$ cat config.mk
export PLATFORM = sky130hd
export DESIGN_NAME = valid_ready_pipeline
export DESIGN_NICKNAME = d
export VERILOG_FILES = /design/src/rtl/valid_ready_pipeline.sv
export SDC_FILE = /design/constraint.sdc
export NUM_CORES = 1
export LEC_CHECK = 0
export ABC_AREA = 1
export ABC_CLOCK_PERIOD_IN_PS = 1900
export CAP_MARGIN = 20
export CORE_UTILIZATION = 53
export DETAILED_ROUTE_END_ITERATION = 10
export HOLD_SLACK_MARGIN = 0.12
export PLACE_DENSITY = 0.74
export SYNTH_ARGS = -nofsm -noshare
export SYNTH_HDL_FRONTEND = slang
export SYNTH_SLANG_ARGS = --single-unit
export TNS_END_PERCENT = 30
$ cat constraint.sdc
create_clock -name clk_i -period 1.9 [get_ports clk_i]
set_input_delay 0.57 -clock clk_i [delete_from_list [all_inputs] [get_ports clk_i]]
set_output_delay 0.57 -clock clk_i [all_outputs]
set_load 0.01 [all_outputs]
$ cat src/rtl/valid_ready_pipeline.sv
// STAGES-deep valid/ready pipeline of two-entry skid slices; each slice adds 1 to the word.
// Ready is taken from skid occupancy only, so no combinational path runs from output_rdy to input_rdy.

module vr_stage #(
    parameter int WIDTH = 5
) (
    input  logic             clk,
    input  logic             rst,
    input  logic [WIDTH-1:0] in_data,
    input  logic             in_valid,
    output logic             in_rdy,
    output logic [WIDTH-1:0] out_data,
    output logic             out_valid,
    input  logic             out_rdy
);
    logic [WIDTH-1:0] main_q, skid_q, inc;
    logic             main_vld, skid_vld;
    logic             in_fire, main_free;

    assign inc       = in_data + WIDTH'(1);
    // Masked during reset so upstream never sees ready while the slice is being flushed.
    assign in_rdy    = ~skid_vld & ~rst;
    assign in_fire   = in_valid & in_rdy;
    assign main_free = ~main_vld | out_rdy;
    assign out_data  = main_q;
    assign out_valid = main_vld;

    // skid_vld implies main_vld and blocks in_fire, so a refill from skid never races a new word.
    always_ff @(posedge clk) begin
        if (rst) begin
            main_q   <= '0;
            main_vld <= 1'b0;
            skid_q   <= '0;
            skid_vld <= 1'b0;
        end else if (main_free) begin
            if (skid_vld) begin
                main_q   <= skid_q;
                main_vld <= 1'b1;
                skid_q   <= '0;
                skid_vld <= 1'b0;
            end else if (in_fire) begin
                main_q   <= inc;
                main_vld <= 1'b1;
            end else begin
                main_q   <= '0;
                main_vld <= 1'b0;
            end
        end else if (in_fire) begin
            skid_q   <= inc;
            skid_vld <= 1'b1;
        end
    end
endmodule

module valid_ready_pipeline #(
    parameter int WIDTH  = 5,
    parameter int STAGES = 3
) (
    input  logic             clk_i,
    input  logic             reset_i,
    input  logic [WIDTH-1:0] input_val,
    input  logic             input_valid,
    output logic             input_rdy,
    output logic [WIDTH-1:0] output_val,
    output logic             output_valid,
    input  logic             output_rdy
);
    // Index k is the link feeding stage k; index STAGES is the pipeline output.
    logic [STAGES:0][WIDTH-1:0] data;
    logic [STAGES:0]            vld;
    logic [STAGES:0]            rdy;

    assign data[0]      = input_val;
    assign vld[0]       = input_valid;
    assign input_rdy    = rdy[0];
    assign output_val   = data[STAGES];
    assign output_valid = vld[STAGES];
    assign rdy[STAGES]  = output_rdy;

    for (genvar k = 0; k < STAGES; k++) begin : g_stage
        vr_stage #(.WIDTH(WIDTH)) u_stage (
            .clk       (clk_i),
            .rst       (reset_i),
            .in_data   (data[k]),
            .in_valid  (vld[k]),
            .in_rdy    (rdy[k]),
            .out_data  (data[k+1]),
            .out_valid (vld[k+1]),
            .out_rdy   (rdy[k+1])
        );
    end
endmodule

==> results.sh, run 1 <==
export IMPL_fill_cells=344
export IMPL_reg2reg_to="g_stage[1].u_stage.skid_q[4]$_SDFFE_PP0P_"
export IMPL_wirelength_mm=4.100
export IMPL_cp_data_required_time_ns=1.33
export IMPL_ctsResizeCount=4
export IMPL_hp_start="g_stage[2].u_stage.skid_q[0]$_SDFFE_PP0P_"
export IMPL_port_buffers=15
export IMPL_diodes=0
export IMPL_p_per_area_mw_per_mm2=664.2
export IMPL_ys_seq_area_share_pct=35.49
export IMPL_place_ws_ns=-0.04033
export IMPL_outcome="finished clean"
export IMPL_r2r_start="g_stage[1].u_stage.skid_vld$_SDFFE_PP0P_"
export IMPL_antenna_found_initial=0
export IMPL_placed_cells=343
export IMPL_dr_pass1_iters=4
export IMPL_cts_setup_buffers=0
export IMPL_cts_buffers=5
export IMPL_overflow=0
export IMPL_crit_fanout=2
export IMPL_htree_levels=2
export IMPL_synth_warnings=0
export IMPL_num_rows=22
export IMPL_synth_cell_type_count=30
export IMPL_syn_avg_cell_area_um2=7.150
export IMPL_multi_input_area_mm2=0.001077
export IMPL_grt_util_all_layers_pct=23.27
export IMPL_drive_above_1_share_pct=15.51
export IMPL_rsz0062_at_grt="no"
export IMPL_grt_pass1_wl_mm=7.431
export IMPL_layout_commonest_cell="nand2_1"
export IMPL_synth_async_reset_ratio_pct=0
export IMPL_fin_worst_skew_ns=0.01232
export IMPL_critical_path_top_delay_family="buffers and inverters"
export IMPL_clockBufferDepth=2
export IMPL_hold_path_class="register to register"
export IMPL_clk_pin_slew_ns=0.08
export IMPL_peakVddDrop_mv=0.3428
export IMPL_final_nets=314
export IMPL_drc=0
export IMPL_final_setup_worst_slack_ns=0.1557
export IMPL_pin_count=16
export IMPL_hold_path_endpoint="g_stage[2].u_stage.skid_q[0]$_SDFFE_PP0P_"
export IMPL_floorplan_initialDensity_pct=55.47
export IMPL_timing_final_crit_share_pct=91.80
export IMPL_vias_per_cell=5.293
export IMPL_final_cell_mix="nand2_1 (84), nand3_1 (39), dfxtp_1 (35)"
export IMPL_dieWidth_um=63.90
export IMPL_path_class="register to output pin"
export IMPL_ctsHoldBuffers=0
export IMPL_finalPower_mw=1.532
export IMPL_syn_inst=284
export IMPL_ant_nets=0
export IMPL_ys_flop_type="dfxtp_1"
export IMPL_clock_latency_ns=0.30
export IMPL_core_mm2=0.003661
export IMPL_finalCriticalPeriod_ns=1.744
export IMPL_drt_iter0_drc=101
export IMPL_synth_edf_count=0
export IMPL_leakage_nw=0.9489
export IMPL_fin_cells=351
export IMPL_setup_viol=0
export IMPL_hold_viol=0
export IMPL_finalWeightedCongestion=0.8098
export IMPL_via_count=1858
export IMPL_grt_max_degree=26
export IMPL_maxCapViolCount=0
export IMPL_dieArea_mm2=0.004083
export IMPL_dpl_hpwl_mm=3.033
export IMPL_cp_arrival_ns=1.17
export IMPL_max_slew_margin_pct=64.30
export IMPL_fmax_mhz=573.3
export IMPL_placed_area_mm2=0.002208
export IMPL_cp_end_kind="output pin"
export IMPL_cp_num_buf_inv=1
export IMPL_tightest_slew_ns=0.5348
export IMPL_slew_viol_final=0
export IMPL_syn_area_mm2=0.002031
export IMPL_grt_pass1_vias=1760
export IMPL_syn_nets=296
export IMPL_ys_ff_latch=36
export IMPL_wire_per_inst_um=11.68
export IMPL_critPathLaunchType="register"
export IMPL_whs_path_depth=2
export IMPL_ff2ff_setup_slack_ns=0.50
export IMPL_post_route_util_pct=62.99
export IMPL_clock_sinks=36
export IMPL_crit_chain="clkdlybuf4s50_1"
export IMPL_area_growth_pct=13.56
export IMPL_fin_area_mm2=0.002306
export IMPL_seq_area_um2=724.4
export IMPL_cp_slowest_stage_delay_ns=0.53
export IMPL_cts_root_buf="clkbuf_8"
export IMPL_slowest_stage="clkdlybuf4s50_1"
export IMPL_die_height_um=63.90
export IMPL_r2r_cells=6
export IMPL_cts_tree="built"
==> state kept, by name, summed over array words and instances (netlist names) <==
name	count
g_stage.u_stage.out_data	15
g_stage.u_stage.out_valid	3
g_stage.u_stage.skid_q	15
g_stage.u_stage.skid_vld	3
==> worst max-delay path by stage <==
stage                                                     start             to  slack [ns]  depth (start not counted)
floorplan                                               reset_i      input_rdy        0.40                          4
CTS                 g_stage[2].u_stage.out_data[4]$_SDFFE_PP0P_  output_val[4]        0.15                          1
global placement                                        reset_i      input_rdy       -0.03                          5
finish              g_stage[2].u_stage.out_data[4]$_SDFFE_PP0P_  output_val[4]        0.16                          1
detailed placement                                      reset_i      input_rdy       -0.04                          5
global route        g_stage[2].u_stage.out_data[1]$_SDFFE_PP0P_  output_val[1]        0.12                          1
==> metrics by stage <==
step,hold WS [ns],TNS [ns]
after floorplan,0.4533,0
after global placement,0.4641,-0.03070
after detailed placement,0.4674,-0.04033
after CTS,0.4806,0
after global routing,0.5010,0
final,0.4821,0
==> synth_stat cells, drive strengths merged, types with 2 or more instances <==
cell type / number / area [um^2]
nand2: 88 / 345.3
nand3: 40 / 212.7
dfxtp: 36 / 720.7
nor2: 28 / 178.9
inv: 26 / 102.6
a21oi: 21 / 120.1
buf: 15 / 126.4
nand4: 13 / 81.33
o21ai: 6 / 52.55
a31oi: 3 / 18.77
ha: 3 / 37.54
a211oi: 2 / 15.01
==> report_power, final <==
| group | internal [mW] | total (mW) | switching (mW) |
|---|---|---|---|
| clock network | 0.289 | 0.572 | 0.282 |
| registers | 0.766 | 0.784 | 0.0180 |
| logic | 0.0721 | 0.175 | 0.103 |
| total | 1.13 | 1.53 | 0.404 |
==> cells by family after synthesis <==
kind of cell	after synthesis	share of synthesized area, %
flip-flops	36	35.49
adder cells (fa/ha/maj)	3	1.849
AND/OR/NAND/NOR	169	40.30
XOR/XNOR	1	0.4314
AO/OA/AOI/OAI	33	10.47
buffers and inverters	42	11.46
==> layer usage <==
metal  global-route usage [%]  share of wire [%]  vias to the layer above  wire length (um)
met5                        0                  0                        -                 0
met4                    10.51                1.9                        0                76
met3                    4.286                3.0                        7               122
met2                    41.89                 51                       38              2078
met1                    26.35                 44                      847              1822
li1                         -                  -                      966                 -
==> area by class of cell <==
class / count / area share [%]
well taps: 48 / 2.604
flip-flops and latches: 36 / 31.42
multi-input cells: 206 / 46.72
inverters: 26 / 4.558
repair buffers: 27 / 10.69
clock buffers: 6 / 3.581
clock inverters: 2 / 0.4341
No activity file was read; power rests on OpenSTA's default activity.
==> run 2: changes to the inputs <==
--- a/config.mk
+++ b/config.mk
@@ -6,12 +6,12 @@
 export NUM_CORES = 1
 export LEC_CHECK = 0
 export ABC_AREA = 1
-export ABC_CLOCK_PERIOD_IN_PS = 1900
+export ABC_CLOCK_PERIOD_IN_PS = 1550
 export CAP_MARGIN = 20
-export CORE_UTILIZATION = 53
+export CORE_UTILIZATION = 52
 export DETAILED_ROUTE_END_ITERATION = 10
 export HOLD_SLACK_MARGIN = 0.12
-export PLACE_DENSITY = 0.74
+export PLACE_DENSITY = 0.75
 export SYNTH_ARGS = -nofsm -noshare
 export SYNTH_HDL_FRONTEND = slang
 export SYNTH_SLANG_ARGS = --single-unit
==> constraint.sdc (replaced) <==
create_clock -name clk_i -period 1.55 [get_ports clk_i]
set_input_delay 0.465 -clock clk_i [delete_from_list [all_inputs] [get_ports clk_i]]
set_output_delay 0.465 -clock clk_i [all_outputs]
set_load 0.01 [all_outputs]
==> results.sh, run 2 (synthesis gave the netlist of run 1 again) <==
export IMPL_outcome="finished clean"
export IMPL_tightest_slew_ns=0.4644
export IMPL_dr_pass1_iters=4
export IMPL_p_clk_share_pct=36.4
export IMPL_finalCriticalPeriod_ns=1.467
export IMPL_placed_area_mm2=0.002256
export IMPL_drive_above_1_share_pct=18.01
export IMPL_cp_num_buf_inv=3
export IMPL_tns_ns=0
export IMPL_multi_input_area_mm2=0.001090
export IMPL_htree_levels=2
export IMPL_cts_buffers=5
export IMPL_fin_cells=359
export IMPL_slew_viol_final=0
export IMPL_p_int_mw=1.392
export IMPL_floorplan_initialDensity_pct=54.65
export IMPL_seq_area_um2=721.9
export IMPL_critical_path_top_delay_family="buffers and inverters"
export IMPL_finalWeightedCongestion=0.7947
export IMPL_clk_pin_slew_ns=0.08
export IMPL_via_count=1858
export IMPL_crit_fanout=2
export IMPL_core_mm2=0.003716
export IMPL_rsz0062_at_grt="no"
export IMPL_final_nets=322
export IMPL_crit_chain="inv_2 > nand2_2 > inv_1 > dlygate4sd2_1"
export IMPL_p_seq_share_pct=51.5
export IMPL_layout_commonest_cell="nand2_1"
export IMPL_num_rows=22
export IMPL_grt_pass1_vias=1699
export IMPL_wire_per_inst_um=11.23
export IMPL_clockBufferDepth=2
export IMPL_slowest_stage="dfxtp_2"
export IMPL_fmax_mhz=681.7
export IMPL_max_slew_margin_pct=68.99
export IMPL_cp_slowest_stage_delay_ns=0.33
export IMPL_fin_area_mm2=0.002354
export IMPL_peakVddDrop_mv=0.4514
export IMPL_setup_viol=0
export IMPL_die_height_um=64.49
export IMPL_overflow=0
export IMPL_dieWidth_um=64.49
export IMPL_vias_per_cell=5.175
export IMPL_final_cell_mix="nand2_1 (84), nand3_1 (39), dfxtp_1 (35)"
export IMPL_path_class="register to output pin"
export IMPL_ant_nets=0
export IMPL_clock_sinks=36
export IMPL_maxCapViolCount=0
export IMPL_cp_arrival_ns=1.00
export IMPL_drt_iter0_drc=113
export IMPL_wirelength_mm=4.030
export IMPL_fill_cells=357
export IMPL_cp_end_kind="output pin"
export IMPL_p_comb_share_pct=12.2
export IMPL_grt_util_all_layers_pct=23.39
export IMPL_critPathLaunchType="register"
export IMPL_placed_cells=351
export IMPL_antenna_found_initial=0
export IMPL_pin_count=16
export IMPL_diodes=0
export IMPL_cts_setup_buffers=0
export IMPL_grt_max_degree=15
export IMPL_cts_root_buf="clkbuf_8"
export IMPL_timing_final_crit_share_pct=94.65
export IMPL_fin_worst_skew_ns=0.007946
export IMPL_port_buffers=15
export IMPL_p_per_area_mw_per_mm2=793.6
export IMPL_cp_data_required_time_ns=1.08
export IMPL_power_net_switching_mw=0.4759
export IMPL_cts_tree="built"
export IMPL_drc=0
export IMPL_hold_viol=0
export IMPL_area_growth_pct=15.90
export IMPL_leakage_nw=1.012
export IMPL_dieArea_mm2=0.004159
export IMPL_post_route_util_pct=63.33
export IMPL_hold_path_class="register to register"
export IMPL_grt_pass1_wl_mm=7.486
export IMPL_dpl_hpwl_mm=2.993
export IMPL_clock_latency_ns=0.29
export IMPL_switching_share_pct=25.48
## run 2: final timing paths
| path | depth (start not counted) | startpoint | slack, ns | endpoint |
|---|---|---|---|---|
| worst max-delay path | 4 | g_stage[0].u_stage.skid_vld$_SDFFE_PP0P_ | 0.08 | input_rdy |
| worst min-delay path | 2 | g_stage[2].u_stage.skid_q[3]$_SDFFE_PP0P_ | 0.49 | g_stage[2].u_stage.skid_q[3]$_SDFFE_PP0P_ |
| worst max register to register | 7 | g_stage[0].u_stage.out_data[0]$_SDFFE_PP0P_ | 0.23 | g_stage[1].u_stage.out_data[4]$_SDFFE_PP0P_ |
| worst min register to register | 2 | g_stage[2].u_stage.skid_q[3]$_SDFFE_PP0P_ | 0.49 | g_stage[2].u_stage.skid_q[3]$_SDFFE_PP0P_ |
## run 2: per-stage QoR
stage                     setup slack (ns)  hold WS (ns)  total power [mW]
after floorplan                     0.2552        0.4533             1.127
after detailed placement           -0.2280        0.4738             1.205
after global placement             -0.1701        0.4681             1.203
final                              0.08297        0.4853             1.868
after CTS                          0.04261        0.4838             1.877
after global routing              0.004872        0.5108             1.960
## run 2: final cells by class
| class | count | share of cell area (%) |
|---|---|---|
| repair buffers | 35 | 12.17 |
| inverters | 26 | 4.359 |
| flip-flops and latches | 36 | 30.68 |
| multi-input cells | 206 | 46.31 |
| clock inverters | 2 | 0.4253 |
| clock buffers | 6 | 3.509 |
| well taps | 48 | 2.552 |
## run 2: per-layer routing
layer	track usage (%)	wire, um
met5	0	0
met4	9.444	81
met1	27.73	1839
met2	40.13	1974
met3	5.810	134
## run 2: power groups by stage
| stage | combinational, mW | clock [mW] | sequential (mW) |
|---|---|---|---|
| 2_1_floorplan | 0.149 | 0 | 0.978 |
| 3_3_place_gp | 0.222 | 0 | 0.981 |
| 3_5_place_dp | 0.224 | 0 | 0.982 |
| 4_1_cts | 0.222 | 0.694 | 0.961 |
| 5_1_grt | 0.253 | 0.744 | 0.963 |
| 6_report | 0.227 | 0.680 | 0.961 |
## run 2: what timing repair did
action,in CTS,in global routing
hold buffers,0,0
gates resized for setup,7,3
setup endpoints to repair,7,3
pin swaps,0,0
## run 2: worst register-to-register path: cells and delay by family, from the launching register on
kind	cells	cell delay (ns)
fa+ha+maj	1	0.29
flops	1	0.45
simple gates	6	0.52
==> run 3: changes to the inputs <==
--- a/config.mk
+++ b/config.mk
@@ -8,11 +8,12 @@
 export ABC_AREA = 1
 export ABC_CLOCK_PERIOD_IN_PS = 1550
 export CAP_MARGIN = 20
-export CORE_UTILIZATION = 52
+export CORE_UTILIZATION = 51
 export DETAILED_ROUTE_END_ITERATION = 10
 export HOLD_SLACK_MARGIN = 0.12
-export PLACE_DENSITY = 0.75
+export PLACE_DENSITY = 0.74
 export SYNTH_ARGS = -nofsm -noshare
 export SYNTH_HDL_FRONTEND = slang
+export SYNTH_HIERARCHICAL = 1
 export SYNTH_SLANG_ARGS = --single-unit
 export TNS_END_PERCENT = 30
==> results.sh, run 3 <==
export IMPL_max_slew_margin_pct=80.65
export IMPL_synth_cell_type_count=21
export IMPL_synth_top_area_cell="dfxtp_1"
export IMPL_floorplan_initialDensity_pct=54.98
export IMPL_clk_pin_slew_ns=0.08
export IMPL_vias_per_cell=5.090
export IMPL_finalPower_mw=1.797
export IMPL_syn_nets=267
export IMPL_seq_area_um2=720.7
export IMPL_final_cell_mix="nand2_1 (63), nand3_1 (45), dfxtp_1 (36)"
export IMPL_whs_path_depth=2
export IMPL_htree_levels=2
export IMPL_cp_slowest_stage_delay_ns=0.28
export IMPL_grt_util_all_layers_pct=24.10
export IMPL_setup_viol=0
export IMPL_critPathLaunchType="primary input"
export IMPL_placed_area_mm2=0.002321
export IMPL_ant_nets=0
export IMPL_tightest_slew_ns=0.2899
export IMPL_ff2ff_setup_slack_ns=0.24
export IMPL_area_growth_pct=26.38
export IMPL_hold_path_class="register to register"
export IMPL_fin_worst_skew_ns=0.005262
export IMPL_syn_area_mm2=0.001907
export IMPL_antenna_found_initial=0
export IMPL_cts_tree="built"
export IMPL_r2r_cells=5
export IMPL_timing_final_crit_share_pct=99.66
export IMPL_leakage_nw=1.175
export IMPL_reg2reg_to="g_stage[1].u_stage/out_data[4]$_SDFFE_PP0N_"
export IMPL_ys_ff_latch=36
export IMPL_port_buffers=15
export IMPL_ys_flop_type="dfxtp_1"
export IMPL_overflow=0
export IMPL_synth_area_leaders="dfxtp_1 (38%), nand2_1 (12%), nand3_1 (12%), a21oi_1 (4.7%), inv_1 (4.1%)"
export IMPL_synth_most_common_cell="nand2_1"
export IMPL_wire_per_inst_um=12.20
export IMPL_clockBufferDepth=2
export IMPL_multi_input_area_mm2=0.001062
export IMPL_cp_arrival_ns=1.08
export IMPL_clock_latency_ns=0.29
export IMPL_layout_commonest_cell="nand2_1"
export IMPL_finalWeightedCongestion=0.8707
export IMPL_fin_area_mm2=0.002410
export IMPL_synth_async_reset_ratio_pct=0
export IMPL_slowest_stage="dlygate4sd2_1"
export IMPL_cp_end_kind="output pin"
export IMPL_post_route_util_pct=69.48
export IMPL_grt_pass1_wl_mm=7.452
export IMPL_wirelength_mm=4.208
export IMPL_cts_buffers=5
export IMPL_synth_edf_count=0
export IMPL_syn_inst=255
export IMPL_dieWidth_um=63.15
export IMPL_peakVddDrop_mv=0.8022
export IMPL_grt_max_degree=20
export IMPL_hp_start="g_stage[2].u_stage/skid_q[2]$_SDFFE_PP0P_"
export IMPL_outcome="finished clean"
export IMPL_hold_path_endpoint="g_stage[2].u_stage/skid_q[2]$_SDFFE_PP0P_"
export IMPL_crit_fanout=2
export IMPL_synth_top_cell_area_share_pct=37.80
export IMPL_cts_root_buf="clkbuf_8"
export IMPL_critical_path_top_delay_family="buffers and inverters"
export IMPL_rsz0062_at_grt="yes"
export IMPL_dr_pass1_iters=4
export IMPL_crit_chain="dlygate4sd2_1 > nor2_4 > clkdlybuf4s15_2"
export IMPL_synth_commonest_cells="nand2_1 (63), nand3_1 (45), dfxtp_1 (36)"
export IMPL_maxCapViolCount=0
export IMPL_core_mm2=0.003468
export IMPL_syn_avg_cell_area_um2=7.478
export IMPL_cp_num_buf_inv=2
export IMPL_fill_cells=316
export IMPL_grt_pass1_vias=1664
export IMPL_drc=0
export IMPL_finalCriticalPeriod_ns=1.545
export IMPL_drt_iter0_drc=93
export IMPL_diodes=0
export IMPL_hold_viol=0
export IMPL_pin_count=16
export IMPL_cp_data_required_time_ns=1.08
export IMPL_ys_seq_area_share_pct=37.80
export IMPL_num_rows=21
export IMPL_dieArea_mm2=0.003987
export IMPL_fmax_mhz=647.3
export IMPL_final_nets=310
export IMPL_drive_above_1_share_pct=22.07
export IMPL_r2r_start="g_stage[0].u_stage/out_data[0]$_SDFFE_PP0N_"
export IMPL_synth_warnings=6
export IMPL_path_class="primary input to output pin"
export IMPL_dpl_hpwl_mm=3.227
export IMPL_p_per_area_mw_per_mm2=745.8
export IMPL_clock_sinks=36
export IMPL_slew_viol_final=0
export IMPL_die_height_um=63.15
export IMPL_cts_setup_buffers=0
export IMPL_via_count=1756
## run 3: final cells by class
type,count,area share [%]
Multi-Input combinational cell,189,44.08
Sequential cell,36,29.91
Timing Repair Buffer,42,16.04
Inverter,24,3.738
Clock buffer,5,2.856
Tap cell,46,2.388
Clock inverter,3,0.9865
## run 3: how the worst max path moves through the flow
stage,from,endpoint,slack (ns),cells after the start
2_1_floorplan,reset_i,g_stage[0].u_stage/out_data[0]$_SDFFE_PP0N_,0.27,9
3_3_place_gp,reset_i,input_rdy,-0.52,3
3_5_place_dp,reset_i,input_rdy,-0.51,3
4_1_cts,reset_i,input_rdy,0.01,3
5_1_grt,reset_i,input_rdy,-0.02,3
6_report,reset_i,input_rdy,0.005,3
## run 3: power breakdown
group	internal (mW)	switching (mW)	leakage, nW
combinational	0.0767	0.0967	0.844
clock	0.318	0.358	0.0404
sequential	0.935	0.0130	0.291
## run 3: worst register-to-register path: cells and delay by family (launching register included)
kind	cells	cell delay [ns]
AND/OR/NAND/NOR	2	0.22
AO/OA/AOI/OAI	2	0.36
adder cells (fa/ha/maj)	1	0.24
flip-flops	1	0.42
## run 3: routing by layer
| layer | wire (um) | vias up | share of wire, % | global-route usage [%] |
|---|---|---|---|---|
| met2 | 1926 | 27 | 46 | 39.65 |
| met1 | 2094 | 795 | 50 | 30.51 |
| met4 | 62 | 0 | 1.5 | 8.721 |
| met3 | 124 | 4 | 2.9 | 5.435 |
| met5 | 0 | - | 0 | 0 |
| li1 | - | 930 | - | - |
## run 3: what timing repair did
item                                    in CTS  in global routing
hold buffers                                 0                  0
pin swaps                                    0                  0
endpoints found under the setup margin      42                  5
gates resized for setup                     10                  1
## run 3: cell families after synthesis
logic type               synth area share (%)
adder cells (fa/ha/maj)                 1.969
XOR/XNOR                                1.378
flip-flops                              37.80
AND/OR/NAND/NOR                         45.08
AO/OA/AOI/OAI                           7.284
buffers and inverters                   6.496
## run 3: metrics by stage
stage                     hold slack (ns)  setup TNS, ns  setup WS (ns)  instances
after floorplan                    0.4427              0         0.2745        255
after global placement             0.4563         -14.70        -0.5249        337
after detailed placement           0.4626         -15.42        -0.5124        337
after CTS                          0.4728              0        0.01028        345
after global routing               0.4952       -0.02124       -0.02124        345
final                              0.4694              0       0.005209        345
